`src/rtl/pipe_ctrl_pkg.sv`:
```
// Shared definitions for the pipeline control unit: stall-request polarity,
// exception type codes, controller state encoding and stall-vector constants.
package pipe_ctrl_pkg;

   localparam logic Stop   = 1'b1;
   localparam logic NoStop = 1'b0;

   localparam logic [31:0] EXC_INT  = 32'h0000_0001;
   localparam logic [31:0] EXC_SYS  = 32'h0000_0008;
   localparam logic [31:0] EXC_INV  = 32'h0000_0009;
   localparam logic [31:0] EXC_OV   = 32'h0000_000c;
   localparam logic [31:0] EXC_TRAP = 32'h0000_000d;
   localparam logic [31:0] EXC_ERET = 32'h0000_000e;

   typedef enum logic [1:0] {
      PC_RUN   = 2'd0,
      PC_PEND  = 2'd1,
      PC_DRAIN = 2'd2
   } pc_state_t;

   // Stall vector bits: 0 pc, 1 if, 2 id, 3 ex, 4 mem, 5 wb.
   localparam logic [5:0] STALL_MEM  = 6'b011111;
   localparam logic [5:0] STALL_EX   = 6'b001111;
   localparam logic [5:0] STALL_ID   = 6'b000111;
   localparam logic [5:0] STALL_IF   = 6'b000011;
   localparam logic [5:0] STALL_NONE = 6'b000000;

endpackage

```
`src/rtl/pipe_ctrl_exc_vector_sel.sv`:
```
// Exception vector selection: maps an exception type (and EPC for eret) to
// the handler address the pipeline is redirected to.
//   exc_type : exception type code
//   epc      : return address used for eret
//   vector   : redirect target
module exc_vector_sel
   import pipe_ctrl_pkg::*;
#(
   parameter logic [31:0] INT_VECTOR = 32'h0000_0020,
   parameter logic [31:0] EXC_VECTOR = 32'h0000_0040
) (
   input  logic [31:0] exc_type,
   input  logic [31:0] epc,
   output logic [31:0] vector
);

   always_comb begin
      case (exc_type)
         EXC_INT:                            vector = INT_VECTOR;
         EXC_ERET:                           vector = epc;
         EXC_SYS, EXC_INV, EXC_OV, EXC_TRAP: vector = EXC_VECTOR;
         default:                            vector = EXC_VECTOR;
      endcase
   end

endmodule

```
`src/rtl/pipe_ctrl.sv`:
```
// Pipeline control unit. Merges per-stage stall requests into the stage hold
// vector, sequences exception flushes (deferred while a data-bus access is
// outstanding), and keeps stall/flush counters plus a stall watchdog.
//   clk, rst            : clock, synchronous active-high reset
//   stallreq_from_*     : per-stage stall requests
//   excepttype_i        : exception type from mem stage (0 = none)
//   cp0_epc_i           : current EPC (bypassed)
//   stall               : stage hold vector
//   flush, new_pc       : one-cycle pipeline flush and redirect target
//   stall_cycles_o      : cycles with any stall
//   flush_count_o       : flush cycles issued
//   timeout_o           : sticky watchdog flag
//
// state    | meaning
// PC_RUN   | normal operation, exceptions accepted
// PC_PEND  | exception latched, waiting for the mem access to finish
// PC_DRAIN | cycle after a flush, mem-stage exception input is stale
module pipe_ctrl
   import pipe_ctrl_pkg::*;
#(
   parameter logic [31:0] INT_VECTOR = 32'h0000_0020,
   parameter logic [31:0] EXC_VECTOR = 32'h0000_0040,
   parameter int          WDOG_LIMIT = 1024
) (
   input  logic        clk,
   input  logic        rst,
   input  logic        stallreq_from_if,
   input  logic        stallreq_from_id,
   input  logic        stallreq_from_ex,
   input  logic        stallreq_from_mem,
   input  logic [31:0] excepttype_i,
   input  logic [31:0] cp0_epc_i,
   output logic [5:0]  stall,
   output logic        flush,
   output logic [31:0] new_pc,
   output logic [31:0] stall_cycles_o,
   output logic [15:0] flush_count_o,
   output logic        timeout_o
);

   localparam int             RUN_W   = $clog2(WDOG_LIMIT + 1);
   localparam logic [RUN_W-1:0] RUN_MAX = RUN_W'(WDOG_LIMIT);

   pc_state_t        state;
   logic [31:0]      pend_type;
   logic [31:0]      pend_epc;
   logic [31:0]      sel_type;
   logic [31:0]      sel_epc;
   logic [31:0]      vector;
   logic [RUN_W-1:0] run_cnt;

   // One vector selector, fed by the pending exception while deferred.
   assign sel_type = (state == PC_PEND) ? pend_type : excepttype_i;
   assign sel_epc  = (state == PC_PEND) ? pend_epc  : cp0_epc_i;

   exc_vector_sel #(
      .INT_VECTOR (INT_VECTOR),
      .EXC_VECTOR (EXC_VECTOR)
   ) u_vec (
      .exc_type (sel_type),
      .epc      (sel_epc),
      .vector   (vector)
   );

   always_comb begin
      flush  = 1'b0;
      stall  = STALL_NONE;
      new_pc = 32'h0;
      if (!rst) begin
         if (state == PC_PEND)
            flush = !stallreq_from_mem;
         else if (state == PC_RUN)
            flush = (excepttype_i != 32'h0) && !stallreq_from_mem;

         if (flush)
            new_pc = vector;
         else if (state == PC_PEND || stallreq_from_mem == Stop)
            stall = STALL_MEM;
         else if (stallreq_from_ex == Stop)
            stall = STALL_EX;
         else if (stallreq_from_id == Stop)
            stall = STALL_ID;
         else if (stallreq_from_if == Stop)
            stall = STALL_IF;
      end
   end

   always_ff @(posedge clk) begin
      if (rst) begin
         state          <= PC_RUN;
         pend_type      <= 32'h0;
         pend_epc       <= 32'h0;
         stall_cycles_o <= 32'h0;
         flush_count_o  <= 16'h0;
         run_cnt        <= '0;
         timeout_o      <= 1'b0;
      end else begin
         case (state)
            PC_RUN: begin
               if (excepttype_i != 32'h0) begin
                  if (stallreq_from_mem == Stop) begin
                     state     <= PC_PEND;
                     pend_type <= excepttype_i;
                     pend_epc  <= cp0_epc_i;
                  end else begin
                     state <= PC_DRAIN;
                  end
               end
            end
            PC_PEND:  if (stallreq_from_mem == NoStop) state <= PC_DRAIN;
            PC_DRAIN: state <= PC_RUN;
            default:  state <= PC_RUN;
         endcase

         if (flush)
            flush_count_o <= flush_count_o + 16'h1;

         if (stall != STALL_NONE) begin
            stall_cycles_o <= stall_cycles_o + 32'h1;
            if (run_cnt != RUN_MAX)
               run_cnt <= run_cnt + 1'b1;
            // This cycle brings the run count to the limit.
            if (run_cnt >= RUN_MAX - 1'b1)
               timeout_o <= 1'b1;
         end else begin
            run_cnt <= '0;
         end
      end
   end

endmodule
```
`config.mk`:
```
export PLATFORM = sky130hd
export DESIGN_NAME = pipe_ctrl
export DESIGN_NICKNAME = d
export VERILOG_FILES = /design/src/rtl/pipe_ctrl_pkg.sv /design/src/rtl/pipe_ctrl_exc_vector_sel.sv /design/src/rtl/pipe_ctrl.sv
export SDC_FILE = /design/constraint.sdc
export NUM_CORES = 1
export LEC_CHECK = 0
export BUFFER_PORTS_ARGS = -buffer_cell sky130_fd_sc_hd__buf_2
export CORE_ASPECT_RATIO = 1.4
export CORE_MARGIN = 1
export CORE_UTILIZATION = 30
export DETAILED_ROUTE_END_ITERATION = 8
export PLACE_DENSITY = 0.6
export SETUP_SLACK_MARGIN = 0.3
export SYNTH_ARGS = -nofsm -noshare
export SYNTH_HDL_FRONTEND = slang
export SYNTH_HIERARCHICAL = 1
export SYNTH_SLANG_ARGS = --single-unit
```
`constraint.sdc`:
```
create_clock -name clk -period 6.98 [get_ports clk]
set_clock_uncertainty 0.1 [all_clocks]
set_input_delay 1.047 -clock clk [delete_from_list [all_inputs] [get_ports clk]]
set_output_delay 1.047 -clock clk [all_outputs]
set_load 0.05 [all_outputs]
```
# Word-level counts from Yosys, hierarchy flattened
# Cells that the tools add are included.
# Widths: inputs -> output; s select.
# op_classes
addsub,3
order_cmp,1
eq_ne,6
mux,19
bitwise,1
n_reduce_logical,10
# op_table
cell,n
$mux 32,4
$pmux 32 s2,1
$add 32x1->32 const B,1
$eq 32x1->1 const B,1
$eq 32x4->1 const B,1
$reduce_bool 32->1,1
$add 16x1->16 const B,1
$add 11x1->11 const B,1
$ge 11x10->1 const B,1
$ne 11x11->1 const B,1
$mux 5,2
$mux 2,4
$mux 6,1
$reduce_bool 6->1,1
$mux 1,4
$mux 4,1
$pmux 2 s2,1
$reduce_and 2->1,2
$mux 3,1
$reduce_and 3->1,1
$eq 2x1->1 const B,1
$logic_not 2->1,1
$ne 2x1->1 const B,1
$ne 2x2->1 const B,1
other kinds (5),5
# word_totals
ff_bits,126
in_bits,70
wordCells,47

# Logic depth before layout (Yosys ltp)
# logic_depth
depth_word,10
mapped_depth,10
mapped_depth_nobuf,7

# By module
# Netlist, hierarchy kept.
# modules_own_cells
mod,instances,cells_per_inst,area_each_um2,seq_area_each_um2
pipe_ctrl,1,775,6439.9,2522.4
exc_vector_sel,1,83,599.3,0.0

# Least setup slack after synthesis
# No wires, ideal clock.
# synth_path
path_type,register to output
start,register state[0]
end,output port new_pc[0]
arrival_time_ps,3095
required_time_ps,5833
slack_ps,2738
path_stages_with_launch,11
path_buffers,4
path_cell_list,dfxtp_1 > clkbuf_1 > nand2_1 > clkbuf_1 > clkbuf_1 > mux2_2 > or4_4 > nand4b_4 > buf_6 > nor3_2 > and2_1
# synth_between
elab_chain_len,6
# synth_rtl
item,line,rtl
start: declaration,pipe_ctrl.sv:44,pc_state_t state;
start signal: assignment,pipe_ctrl.sv:90,state <= PC_RUN;
start signal: assignment,pipe_ctrl.sv:102,state <= PC_PEND;
start signal: assignment,pipe_ctrl.sv:106,state <= PC_DRAIN;
$eq 2x1->1 (*),pipe_ctrl.sv:53,assign sel_type = (state == PC_PEND) ? pend_type : excepttype_i;
$mux 32 (*),pipe_ctrl.sv:53,
net sel_type[10],pipe_ctrl.sv:47,logic [31:0] sel_type;
$eq 32x4->1 or $eq 32x1->1 (tied branches),pipe_ctrl_exc_vector_sel.sv:18,case (exc_type)
$pmux 32 s2 (*),pipe_ctrl_exc_vector_sel.sv:18,
net vector[0],pipe_ctrl.sv:49,logic [31:0] vector;
$mux 32 (*),pipe_ctrl.sv:75,if (flush)
$mux 32 (*),pipe_ctrl.sv:69,if (!rst) begin
end: declaration,pipe_ctrl.sv:35,"output logic [31:0] new_pc,"
# Mark *: on every way through the listed nets, which the timed path passes. The rest lies on a longest branch. The select of a mux whose other input is x is not followed.

# Worst setup path after layout
# layout_path
start,register state[0]
end,output port new_pc[8]
# The elaborated chain is that of the path after synthesis.

==> flow_metrics.env <==
export IMPL_clkLatencyLatePin_ns=0.42
export IMPL_power_mw=1.947
export IMPL_synthFlopType="dfxtp_1"
export IMPL_drt_iter0_drc=325
export IMPL_async_flop_share=0
export IMPL_synth_top_cell_area_share=0.3583
export IMPL_relSlewSlack=0.3258
export IMPL_yosysTopAreaCell="dfxtp_1"
export IMPL_max_slew_worst_pin_slew_ns=1.011
export IMPL_rsz0062_at_grt="false"
export IMPL_avgSynthCellArea_um2=8.204
export IMPL_syn_num_nets=932
export IMPL_yosys_warnings=6
export IMPL_fill_cells=2414
export IMPL_grt_usage=0.1619
export IMPL_grt_pass1_wl_um=31240
export IMPL_yosysUniqueCellTypes=54
export IMPL_period_share=0.7705
export IMPL_overflow=0
export IMPL_clkSinkCount=126
export IMPL_drc_errors=0
export IMPL_setup_viol=0
export IMPL_postCtsSetupBuffers=0
export IMPL_yosysMostFrequentCell="nand2_1"
export IMPL_synthTopCellsByCount="nand2_1 (157), dfxtp_1 (126), a21oi_1 (105)"
export IMPL_initial_core_util=0.3044
export IMPL_min_path_type="reg -> reg"
export IMPL_io_pins=158
export IMPL_cp_max_fo=42
export IMPL_die_y_um=183.2
export IMPL_cp_start_kind="flop"
export IMPL_ir_worst_vdd_v=0.0001671
export IMPL_netlist_area_um2=7039
export IMPL_gp_congestion=0.7880
export IMPL_maxSlewViolCount=0
export IMPL_via_per_inst=4.998
export IMPL_clock_tree_buffer_depth=2
export IMPL_synthTopCellsByArea="dfxtp_1 (36%), mux2_2 (10%), nand2_1 (8.4%)"
export IMPL_numCtsBuffers=17
export IMPL_die_area_um2=24090
export IMPL_drt_total_wl_um=19290
export IMPL_cp_arrival_ns=4.23
export IMPL_holdBufCountCts=0
export IMPL_cts_resized=0
export IMPL_pwr_density_cell_nw_per_um2=225.9
export IMPL_synth_edf_count=0
export IMPL_post_dp_hpwl_um=13230
export IMPL_p_leak_nw=3.401
export IMPL_cts_root_buf="clkbuf_16"
export IMPL_grt_antenna_before_repair=1
export IMPL_status="finished, final reports clean"
export IMPL_drt_pass1_iter_count=5
export IMPL_grt_max_degree=90
export IMPL_portBuffers=156
export IMPL_wl_per_cell_um=14.87
export IMPL_hold_viol=0
export IMPL_cts_tree="done"
export IMPL_ys_ff_latch=126
export IMPL_worstPathRequired_ns=5.83
export IMPL_path_class="reg -> out"
export IMPL_core_um2=23120
export IMPL_final_nets=1052
export IMPL_first_global_vias=6017
export IMPL_max_clock_freq_mhz=185.9
export IMPL_final_core_util=0.3728
export IMPL_dr_total_vias=6483
export IMPL_h_tree_depth=4
export IMPL_ant_nets=0
export IMPL_clk_pin_slew_ns=0.06
export IMPL_period_minus_slack_ns=5.378
export IMPL_fp_row_count=66
export IMPL_syn_inst=858
export IMPL_fp_dieW_um=131.5
export IMPL_layout_drive_gt1_share=0.3111
export IMPL_maxCapViolCount=0
export IMPL_cp_end_kind="output port"
export IMPL_area_growth_syn_to_layout_pct=22.45
export IMPL_ys_seq_area_frac=0.3583
export IMPL_tns_ns=0
==> stage by stage <==
step	hold WS, ns	setup slack [ns]	cell area (µm²)	cells
after floorplan	0.3338	2.738	7039	858
after global placement	0.3387	2.088	7975	1265
after detailed placement	0.3454	2.025	7975	1265
after CTS	0.3543	1.535	8617	1296
after global routing	0.3690	1.321	8620	1297
final	0.3486	1.602	8620	1297
==> area by class of cell <==
cell class,count,area (µm²),share of cell area
clock inverter,13,212.7,0.02468
timing repair buffer,163,835.8,0.09697
sequential,126,2522,0.2926
antenna,1,2.502,0.0002903
tap,306,382.9,0.04442
inverter,43,161.4,0.01873
multi-input combinational,627,4073,0.4725
clock buffer,18,429.2,0.04979
==> critical path: stages (launching register included) <==
cell      delay (ns)
dfxtp_1         0.62
nand2_2         0.69
buf_4           0.50
mux2_2          0.31
and4b_1         0.34
nand4b_4        0.56
nor3_2          0.35
and2_1          0.16
buf_2           0.26
==> cell families after synthesis <==
group / synth area share
compound gates: 0.1488
mux: 0.1068
flops: 0.3583
simple gates: 0.2963
other cells: 0.0005327
buf+inv: 0.06470
xor+xnor: 0.01742
fa+ha+maj: 0.007110
==> flip-flops by register name, indices dropped and copies added (netlist names) <==
signal          cells
flush_count_o      16
pend_epc           32
pend_type          32
run_cnt            11
stall_cycles_o     32
state               2
timeout_o           1
==> metal layers <==
| layer | track usage | vias up | wire length, µm |
|---|---|---|---|
| met5 | 0 | - | 0 |
| met4 | 0.05581 | 0 | 250 |
| met3 | 0.03759 | 20 | 926 |
| met2 | 0.2889 | 158 | 9814 |
| met1 | 0.1886 | 3051 | 8295 |
| li1 | - | 3254 | - |
==> power breakdown <==
part | leakage (nW) | internal (mW) | total (mW) | switching, mW
logic | 2.07 | 0.0769 | 0.205 | 0.128
clock network | 0.303 | 0.634 | 0.980 | 0.346
registers | 1.03 | 0.746 | 0.762 | 0.0162
total | 3.40 | 1.46 | 1.95 | 0.490
==> layout by cell type, fill, tap and decap left out, types with 3 or more instances in the layout <==
master and count:
nor4_1 14, nor3_2 31, clkinvlp_4 3, nand4b_1 5
mux2_2 65, a21oi_1 105, xnor2_1 4, nand3_1 17
o21ai_0 22, xor2_1 10, nor3_1 6, nand2b_1 4
inv_1 43, and2_1 37, o31ai_1 12, o311ai_1 5
or3_1 18, buf_4 8, or4_1 13, nor4b_1 3
nor2_1 26, bufinv_16 5, nand2_1 156, buf_2 155
ha_1 4, and3_1 7, o41ai_2 5, nor4_2 6
nand4_1 19, clkbuf_16 17, dfxtp_1 126
==> final timing paths <==
path / from / end / slack [ns] / depth (start not counted)
max: state[0]$_SDFFE_PP0P_ / new_pc[8] / 1.60 / 8
max reg2reg: stall_cycles_o[4]$_SDFFE_PP0P_ / stall_cycles_o[27]$_SDFFE_PP0P_ / 4.50 / 5
min reg2reg: pend_type[27]$_SDFFE_PP0P_ / pend_type[27]$_SDFFE_PP0P_ / 0.35 / 2
min: pend_type[27]$_SDFFE_PP0P_ / pend_type[27]$_SDFFE_PP0P_ / 0.35 / 2
No activity file was read; power rests on OpenSTA's default activity.
